`config.mk`:
```
export PLATFORM = sky130hd
export DESIGN_NAME = alu_exec_unit
export DESIGN_NICKNAME = d
export VERILOG_FILES = /design/src/rtl/alu_pkg.sv /design/src/rtl/alu_op_decode.sv /design/src/rtl/alu_exec_unit.sv
export SDC_FILE = /design/constraint.sdc
export NUM_CORES = 1
export LEC_CHECK = 0
export BUFFER_PORTS_ARGS = -buffer_cell sky130_fd_sc_hd__clkbuf_2
export CAP_MARGIN = 0
export CORE_MARGIN = 2
export CORE_UTILIZATION = 40
export DETAILED_ROUTE_END_ITERATION = 8
export MAX_ROUTING_LAYER = met4
export PLACE_DENSITY = 0.67
export SLEW_MARGIN = 20
export SYNTH_ARGS = -nofsm -noshare
export SYNTH_HDL_FRONTEND = slang
export SYNTH_SLANG_ARGS = --single-unit
```
`constraint.sdc`:
```
create_clock -name clk -period 14.1 [get_ports clk]
set_input_delay 0.705 -clock clk [delete_from_list [all_inputs] [get_ports clk]]
set_output_delay 0.705 -clock clk [all_outputs]
set_load 0.01 [all_outputs]
```
`src/rtl/alu_pkg.sv`:
```
// Shared encodings for the ALU execution unit: op codes, aluop classes,
// opcodes, Type-C func bit positions and FSM states.
package alu_pkg;

  typedef enum logic [2:0] {
    ALU_ADD   = 3'd0,
    ALU_SUB   = 3'd1,
    ALU_AND   = 3'd2,
    ALU_OR    = 3'd3,
    ALU_NOT   = 3'd4,
    ALU_PASSA = 3'd5,
    ALU_PASSB = 3'd6,
    ALU_MUL   = 3'd7
  } alu_op_e;

  localparam logic [1:0] ALUOP_MEM   = 2'b00;
  localparam logic [1:0] ALUOP_BR    = 2'b01;
  localparam logic [1:0] ALUOP_TYPEC = 2'b10;
  localparam logic [1:0] ALUOP_TYPED = 2'b11;

  localparam logic [3:0] OPC_JUMP = 4'b0010;
  localparam logic [3:0] OPC_BRZ  = 4'b0100;
  localparam logic [3:0] OPC_ADDI = 4'b1100;
  localparam logic [3:0] OPC_SUBI = 4'b1101;
  localparam logic [3:0] OPC_ANDI = 4'b1110;
  localparam logic [3:0] OPC_ORI  = 4'b1111;

  localparam int FUNC_PASSA_BIT = 0;
  localparam int FUNC_PASSB_BIT = 1;
  localparam int FUNC_ADD_BIT   = 2;
  localparam int FUNC_SUB_BIT   = 3;
  localparam int FUNC_AND_BIT   = 4;
  localparam int FUNC_OR_BIT    = 5;
  localparam int FUNC_NOT_BIT   = 6;
  localparam int FUNC_MUL_BIT   = 7;

  typedef enum logic [1:0] {
    ST_IDLE = 2'd0,
    ST_MUL  = 2'd1,
    ST_DONE = 2'd2
  } state_e;

endpackage

```
`src/rtl/alu_op_decode.sv`:
```
// Combinational ALU control: maps aluop/opcode/func to a 3-bit operation.
module alu_op_decode
  import alu_pkg::*;
#(
  parameter int OPC_W      = 4,
  parameter int FUNC_W     = 9,
  parameter int ENABLE_MUL = 1
) (
  input  logic [1:0]        aluop,
  input  logic [OPC_W-1:0]  opcode,
  input  logic [FUNC_W-1:0] func,
  output alu_op_e           op
);

  generate
    if (FUNC_W > 8) begin : g_func_hi
      logic unused_func_hi;
      assign unused_func_hi = ^func[FUNC_W-1:8];
    end
  endgenerate

  always_comb begin
    op = ALU_ADD;
    case (aluop)
      ALUOP_MEM: begin
        if (opcode == OPC_W'(OPC_JUMP) || opcode == OPC_W'(OPC_BRZ)) op = ALU_PASSB;
      end
      ALUOP_BR: op = ALU_SUB;
      ALUOP_TYPEC: begin
        // Fixed priority; an empty or undriven field falls through to ADD
        if      (func[FUNC_ADD_BIT] == 1'b1)                     op = ALU_ADD;
        else if (func[FUNC_SUB_BIT] == 1'b1)                     op = ALU_SUB;
        else if (func[FUNC_AND_BIT] == 1'b1)                     op = ALU_AND;
        else if (func[FUNC_OR_BIT]  == 1'b1)                     op = ALU_OR;
        else if (func[FUNC_NOT_BIT] == 1'b1)                     op = ALU_NOT;
        else if (ENABLE_MUL != 0 && func[FUNC_MUL_BIT] == 1'b1)  op = ALU_MUL;
        else if (func[FUNC_PASSB_BIT] == 1'b1)                   op = ALU_PASSB;
        else if (func[FUNC_PASSA_BIT] == 1'b1)                   op = ALU_PASSA;
        else                                                     op = ALU_ADD;
      end
      default: begin
        if      (opcode == OPC_W'(OPC_SUBI)) op = ALU_SUB;
        else if (opcode == OPC_W'(OPC_ANDI)) op = ALU_AND;
        else if (opcode == OPC_W'(OPC_ORI))  op = ALU_OR;
        else                                 op = ALU_ADD;
      end
    endcase
  end

endmodule

```
`src/rtl/alu_exec_unit.sv`:
```
// Registered ALU execution unit with an iterative shift-add unsigned multiplier
// and a start/busy/done handshake towards the main control FSM.
module alu_exec_unit
  import alu_pkg::*;
#(
  parameter int WIDTH      = 16,
  parameter int OPC_W      = 4,
  parameter int FUNC_W     = 9,
  parameter int ENABLE_MUL = 1
) (
  input  logic              clk,
  input  logic              rst_n,
  input  logic              start,
  input  logic [1:0]        aluop,
  input  logic [OPC_W-1:0]  opcode,
  input  logic [FUNC_W-1:0] func,
  input  logic [WIDTH-1:0]  a,
  input  logic [WIDTH-1:0]  b,
  output logic [WIDTH-1:0]  result,
  output logic [WIDTH-1:0]  hi,
  output logic              zero,
  output logic              busy,
  output logic              done
);

  localparam int CNT_W = (WIDTH > 1) ? $clog2(WIDTH) : 1;
  localparam logic [CNT_W-1:0] CNT_LAST = CNT_W'(WIDTH - 1);

  alu_op_e              op;
  state_e               state_q;
  logic [CNT_W-1:0]     cnt_q;
  logic [WIDTH-1:0]     mcand_q;
  logic [2*WIDTH-1:0]   prod_q;
  logic [WIDTH-1:0]     result_q, hi_q, alu_d;
  logic                 zero_q;
  logic [WIDTH:0]       sum_d;
  logic [2*WIDTH-1:0]   prod_d;

  alu_op_decode #(
    .OPC_W     (OPC_W),
    .FUNC_W    (FUNC_W),
    .ENABLE_MUL(ENABLE_MUL)
  ) u_decode (
    .aluop (aluop),
    .opcode(opcode),
    .func  (func),
    .op    (op)
  );

  always_comb begin
    case (op)
      ALU_SUB:   alu_d = a - b;
      ALU_AND:   alu_d = a & b;
      ALU_OR:    alu_d = a | b;
      ALU_NOT:   alu_d = ~a;
      ALU_PASSA: alu_d = a;
      ALU_PASSB: alu_d = b;
      default:   alu_d = a + b;
    endcase
  end

  // prod_q = {partial sum, remaining multiplier bits}; each step adds the
  // multiplicand when the current LSB is set and shifts the pair right.
  assign sum_d  = {1'b0, prod_q[2*WIDTH-1:WIDTH]} + {1'b0, (prod_q[0] ? mcand_q : '0)};
  assign prod_d = {sum_d, prod_q[WIDTH-1:1]};

  always_ff @(posedge clk) begin
    if (!rst_n) begin
      state_q  <= ST_IDLE;
      cnt_q    <= '0;
      mcand_q  <= '0;
      prod_q   <= '0;
      result_q <= '0;
      hi_q     <= '0;
      zero_q   <= 1'b1;
    end else begin
      case (state_q)
        ST_IDLE, ST_DONE: begin
          state_q <= ST_IDLE;
          if (start) begin
            if (op == ALU_MUL) begin
              mcand_q <= a;
              prod_q  <= {{WIDTH{1'b0}}, b};
              cnt_q   <= '0;
              state_q <= ST_MUL;
            end else begin
              result_q <= alu_d;
              hi_q     <= '0;
              zero_q   <= (alu_d == '0);
              state_q  <= ST_DONE;
            end
          end
        end
        ST_MUL: begin
          prod_q <= prod_d;
          cnt_q  <= cnt_q + CNT_W'(1);
          if (cnt_q == CNT_LAST) begin
            result_q <= prod_d[WIDTH-1:0];
            hi_q     <= prod_d[2*WIDTH-1:WIDTH];
            zero_q   <= (prod_d[WIDTH-1:0] == '0);
            state_q  <= ST_DONE;
          end
        end
        default: state_q <= ST_IDLE;
      endcase
    end
  end

  assign result = result_q;
  assign hi     = hi_q;
  assign zero   = zero_q;
  assign busy   = (state_q == ST_MUL);
  assign done   = (state_q == ST_DONE);

endmodule

```
; ---- Word-level counts from Yosys, hierarchy flattened
; Cells that the tools add are included.
[word_totals]
reg_bits = 87
latchBits = 0
mem_bits_rw = 0
rom_bits = 0
in_bits = 50
out_inout_bits = 35
wordCells = 82
mem_count = 0
[op_classes]
n_addsub = 4
n_mul = 0
n_div = 0
magnitude_cmp = 0
n_eq_ne = 21
shift = 0
n_mux = 37
bitwise_logic = 3
n_reduce_logical = 10
[op_table]
columns = op, count
row1 = two-way mux 16 bit, 7
row2 = case mux 16 bit (6 select lines), 1
row3 = two-way mux 32 bit, 2
row4 = case mux 16 bit (2 select lines), 2
row5 = case mux 32 bit (2 select lines), 1
row6 = two-way mux 3 bit, 11
row7 = zero test 16 bit, 2
row8 = adder 16 x 16 -> 17 bit, 1
row9 = adder 16 bit, 1
row10 = AND 16 bit, 1
row11 = "equality test 4 bit, second input constant", 4
row12 = inverter 16 bit, 1
row13 = OR 16 bit, 1
row14 = subtractor 16 bit, 1
row15 = "equality test 3 bit, second input constant", 4
row16 = case mux 3 bit (3 select lines), 1
row17 = two-way mux 2 bit, 4
row18 = two-way mux 4 bit, 2
row19 = case mux 4 bit (2 select lines), 1
row20 = "equality test 3 x 2 -> 1 bit, second input constant", 2
row21 = "inequality test 2 bit, second input constant", 3
row22 = AND reduction 3 bit, 2
row23 = "adder 4 x 1 -> 4 bit, second input constant", 1
row24 = "equality test 2 x 1 -> 1 bit, second input constant", 2
row25 = other kinds (13), 17

; ---- Logic depth before layout (Yosys ltp)
[logic_depth]
depth_word = 15
depth_mapped = 20
mapped_depth_nobuf = 16

; ---- Cells and area by module
; From an unflattened synthesis, not the netlist that was laid out.
[unflattened]
hier_cells = 841
area_unflattened_um2 = 6281.0
[by_module_without_submodules]
columns = mod, n_inst, cells_per_inst, area_per_inst_um2, seq_area_each_um2
row1 = alu_exec_unit, 1, 822, 6137.1, 1741.7
row2 = alu_op_decode, 1, 19, 143.9, 0.0

; ---- Least setup slack after synthesis
; Ideal clock, no wire load.
[synth_timing]
path_kind = input to register
start = input func[1]
end = register zero_q, in the netlist zero
setup_ps = 69
t_arrival_ps = 5462
required_time_ps = 14031
path_slack_ps = 8569
stages = 19
n_path_buf = 4
cell_sequence = nand2b_1 > a221o_1 > a211oi_4 > buf_2 > buf_2 > buf_2 > and3_1 > buf_1 > mux2i_1 > ha_1 > nor2b_1 > o31ai_1 > a21oi_1 > a21o_1 > a2111oi_0 > o22ai_1 > or3_1 > or4_1 > o21ai_1
[synth_between]
elab_chain_len = 14
elab_cells_between_ends = 22
classes_between = eq/ne: 8 / mux: 12 / reduce/logical: 2
[synth_lines]
columns = item, line_no
row1 = from (decl), alu_exec_unit.sv:16  ; input logic [FUNC_W-1:0] func,
row2 = two-way mux 3 bit (*), alu_op_decode.sv:37  ; else if (func[FUNC_PASSB_BIT] == 1'b1) op = ALU_PASSB;
row3 = two-way mux 3 bit (*), alu_op_decode.sv:36  ; else if (ENABLE_MUL != 0 && func[FUNC_MUL_BIT] == 1'b1) op = ALU_MUL;
row4 = two-way mux 3 bit (*), alu_op_decode.sv:35  ; else if (func[FUNC_NOT_BIT] == 1'b1) op = ALU_NOT;
row5 = two-way mux 3 bit (*), alu_op_decode.sv:34  ; else if (func[FUNC_OR_BIT] == 1'b1) op = ALU_OR;
row6 = two-way mux 3 bit (*), alu_op_decode.sv:33  ; else if (func[FUNC_AND_BIT] == 1'b1) op = ALU_AND;
row7 = two-way mux 3 bit (*), alu_op_decode.sv:32  ; else if (func[FUNC_SUB_BIT] == 1'b1) op = ALU_SUB;
row8 = two-way mux 3 bit (*), alu_op_decode.sv:31  ; if (func[FUNC_ADD_BIT] == 1'b1) op = ALU_ADD;
row9 = case mux 3 bit (3 select lines) (*), alu_op_decode.sv:24  ; case (aluop)
row10 = equality test 3 bit (tied with other cells), alu_exec_unit.sv:51  ; case (op)
row11 = case mux 16 bit (6 select lines), alu_exec_unit.sv:51
row12 = zero test 16 bit, alu_exec_unit.sv:89  ; zero_q <= (alu_d == '0);
row13 = two-way mux 1 bit, alu_exec_unit.sv:81  ; if (op == ALU_MUL) begin
row14 = two-way mux 1 bit, alu_exec_unit.sv:80  ; if (start) begin
row15 = case mux 1 bit (2 select lines), alu_exec_unit.sv:77  ; case (state_q)
row16 = to (signal assigned), alu_exec_unit.sv:89
row17 = to (signal assigned), alu_exec_unit.sv:100  ; zero_q <= (prod_d[WIDTH-1:0] == '0);
row18 = to (decl), alu_exec_unit.sv:35  ; logic zero_q;
; Every way passes the cells marked *; elsewhere a longest branch is shown, timed or not. The select of a mux whose other input is x is not followed.
; A chain may end at the register's enable or synchronous reset.

; ---- Worst setup path after layout
; Ends and elaborated chain as after synthesis.

==> impl_summary.txt <==
----------------------------------------------------
[Placed design]
  Final HPWL DP ... roughly 13000 µm
  Port buffer count ... 83
  Gpl congestion ... 0.9510
  Inst Count DP ... ~1000

[Outcome]
  Result of the run ... finished clean

[STA]
  Total count of max-transition violations in the final report ... 0
  Shortest period the worst path allows ... around 5.5 ns
  Unrepaired setup endpoints after global routing ... false
  Accumulated negative setup slack ... 0 ns
  Final setup fails ... 0
  Hold Vio Cnt, Final ... 0
  Clock skew ... 0.007899 ns
  Share of the clock period used by the worst path after layout ... 0.3921
  Fmax ... 180.9 MHz
  Slew Limit Headroom ... 0.3221
  Actual slew at the worst max-slew pin ... approximately 1 ns

[Worst setup path]
  Worst path arrival time ... between 5 and 6 ns
  Sequence of cells on the critical path ... clkbuf_2, nand2b_1, a221o_1, a211oi_4, buf_4, and3_1, mux2i_1, ha_1, nor2b_1, o31ai_1, a21oi_1, a21o_1, a2111oi_0, o22ai_1, or3_1, or4_1, o21ai_1
  CP required ... ~14 ns
  Startpoint Class ... primary input
  Critical path class ... in2reg
  Maximum fanout along the worst path ... 51
  Crit end category ... flip-flop
  Top delay family on crit path ... compound AO/OA/AOI/OAI gates
  Delay of the slowest cell on the worst path ... about 0.60 ns
  Reg-to-reg setup timing slack ... 10.34 ns
  CP max stage cell ... and3_1
  Number of buffers and inverters on the critical path ... 2

[Synth]
  Most area-hungry cell type in the Yosys netlist ... dfxtp_1
  Adder-cell share of the synthesized area ... 0.07717
  Sequential fraction of the synthesis area ... 0.2812
  Average cell area after synthesis ... 7.618 µm²
  Share of the synthesized area in compound gates (AO/OA/AOI/OAI) ... 0.2943
  Syn nets ... 900
  Number of synthesized flops with an enable pin ... 0
  Cell types with the largest area share after synthesis ... dfxtp_1 (28%), nand2_1 (7.3%), ha_1 (7.1%)
  Mux contribution to synthesized area ... 0.01758
  Combinational family with the most area after synthesis ... compound AO/OA/AOI/OAI gates
  Synth cell types ... a little under 70
  Synth Area in XOR/XNOR ... 0.07475
  Area of the mapped netlist ... 0.006193 mm²
  Post-synthesis simple-gate area fraction ... 0.2141
  Yosys reg bits ... a little under 90
  Yosys warnings ... 0
  Fraction of post-synthesis cell area in the top cell type by area ... 0.2812
  Main flop type after synthesis ... dfxtp_1
  Instance count of the mapped netlist ... between 800 and 900
  Ys async rst share ... 0

[Floorplan]
  Floorplan Core Area ... 0.01515 mm²
  Die Area ... 0.01650 mm²
  Starting density of the core ... 0.4089
  Standard-cell row count ... 45
  Number of I/O pins ... 85
  Vertical extent of the die ... approximately 130 µm
  Die outline width ... between 100 and 150 µm

[Finish]
  Multi-input gate area in the final layout ... between 0.004 and 0.005 mm²
  Filler cell count ... 1536
  Sequential cell area ... 0.001742 mm²
  Nets@finish ... ~950
  Fraction of layout cells with a size suffix above 1 ... 0.1456
  Layout Cells excl Fill ... between 1000 and 1500
  Area Overhead vs Synth ... 13.96%
  Antenna fix cells ... 0

[Power and ir drop]
  Total power after layout ... between 0.7 and 0.8 mW
  Lkg Pwr ... 2.812 nW
  Power per standard cell area ... approximately 100 mW/mm²
  Worst ir drop on vdd ... 0.05072 mV

[Global route]
  Gr ovfl total ... 0
  Initial antenna violation count ... 0
  Largest net degree at the start of global routing ... just over 60
  First-pass GRT wire length ... ~29000 µm
  Overall global routing resource usage ... 0.2277
  Via count of the first global-routing pass ... approximately 5600

[CTS]
  CTS Buf Count ... 9
  CTS resizes ... 0
  Deepest level of the CTS H-tree ... 3
  Count of buffers added by post-CTS timing repair for setup ... 0
  Clock latency of the later-clocked register in the worst-skew pair ... approximately 0.35 ns
  Cts hold-fix bufs ... 0
  Clock tree from TritonCTS ... yes
  # clock sinks ... 87
  Clock tree buffer depth ... 2
  Master cell of the clock root buffer ... clkbuf_16
  Clock slew at reported path FFs ... about 0.07 ns

[Detailed routing]
  Number of vias in the routed layout ... around 6100
  Detailed-route wire length ... 17720 µm
  Detail Route Antenna Nets ... 0
  Number of violations reported at the end of detailed-routing iteration 0 ... between 600 and 700
  Post-DR vias/cell ... around 5.7
  DR WL/cell ... 16.72 µm
  DRC errors left ... 0
  First drt pass iteration count ... 6

[Job]
  Max_cap viols ... 0

[Min path]
  Classification of the worst-slack hold path ... reg2reg

----------------------------------------------------
synth_stat cells (4+ instances only):
library cell / number
o2111ai_1: 4
o21a_1: 7
o211ai_1: 6
nor2b_1: 11
xor2_1: 11
a31oi_1: 7
a22oi_1: 22
a221oi_1: 4
or3_1: 5
o21bai_1: 5
o22ai_1: 13
o2bb2ai_1: 4
inv_1: 16
o31ai_1: 4
nand2_1: 121
a21oi_1: 81
a21boi_0: 33
mux2_2: 7
and2_1: 29
clkbuf_1: 39
and3_1: 4
nor2_1: 61
nor3_1: 14
nand2b_1: 5
buf_2: 4
a211oi_1: 9
dfxtp_1: 87
xnor2_1: 40
a21o_1: 5
ha_1: 35
o21ai_0: 40
a211o_1: 5
nand3_1: 18
stage by stage:
stage | hold slack [ns] | util | setup slack, ns | instance area, µm²
6_report | 0.4548 | 0.4660 | 8.572 | 7058
5_1_grt | 0.4824 | 0.4660 | 8.195 | 7058
4_1_cts | 0.4589 | 0.4660 | 8.609 | 7058
3_5_place_dp | 0.4488 | 0.4443 | 8.265 | 6729
3_3_place_gp | 0.4418 | 0.4443 | 8.303 | 6729
2_1_floorplan | 0.4310 | - | 8.569 | 6193
layout make-up:
cell class | instances | share of cell area
clock buffer | 9 | 0.03191
clock inverter | 7 | 0.01471
inverter | 17 | 0.009041
multi-input combinational | 662 | 0.5979
sequential | 87 | 0.2468
tap | 188 | 0.03333
timing repair buffer | 90 | 0.06630
worst paths after layout:
check	start	to	cells after the start
setup reg to reg	prod_q[0]	hi[15]	12
setup / recovery	func[1]	zero	17
hold / removal	hi[12]	hi[12]	2
hold reg to reg	hi[12]	hi[12]	2
flip-flops by register name (all words and copies together), names as in the netlist:
register,cells
cnt_q,4
hi,16
mcand_q,16
prod_q,32
result,16
state_q,2
zero,1
tightest hold or removal path, delay by kind of cell, from the launching register on:
kind / cells / cell delay (ns)
AND/OR/NAND/NOR: 2 / 0.10
flip-flops: 1 / 0.31
kinds of logic after synthesis:
kind of cell | count (synthesis)
AO/OA/AOI/OAI | 276
adder cells (fa/ha/maj) | 37
AND/OR/NAND/NOR | 287
flip-flops | 87
XOR/XNOR | 52
multiplexers | 10
buffers and inverters | 64
power by group:
group	leakage [nW]	switching, mW	internal, mW
sequential	0.705	0.00383	0.253
clock	0.161	0.106	0.158
combinational	1.95	0.119	0.0806
placed cells by master (no fill, tap or decap), drive strengths merged, types with 6 or more instances in the layout:
cell,count
mux2,7
xor2,11
nand2,121
nor2,61
nand3,18
a21oi,82
o21a,7
inv,19
buf,7
and2,29
a211oi,10
nor2b,11
a31oi,7
o21ai,42
a21boi,33
clkbuf,92
nor3,14
o211ai,6
o22ai,13
a22oi,22
ha,35
xnor2,41
dfxtp,87
layer usage:
layer	up-vias	global-route usage	routed length (µm)
met5	-	-	0
met4	0	0.09502	557
met3	31	0.03160	931
met2	186	0.3533	8222
met1	2804	0.2983	8010
li1	3035	-	-
(Power assumes the default switching activity.)
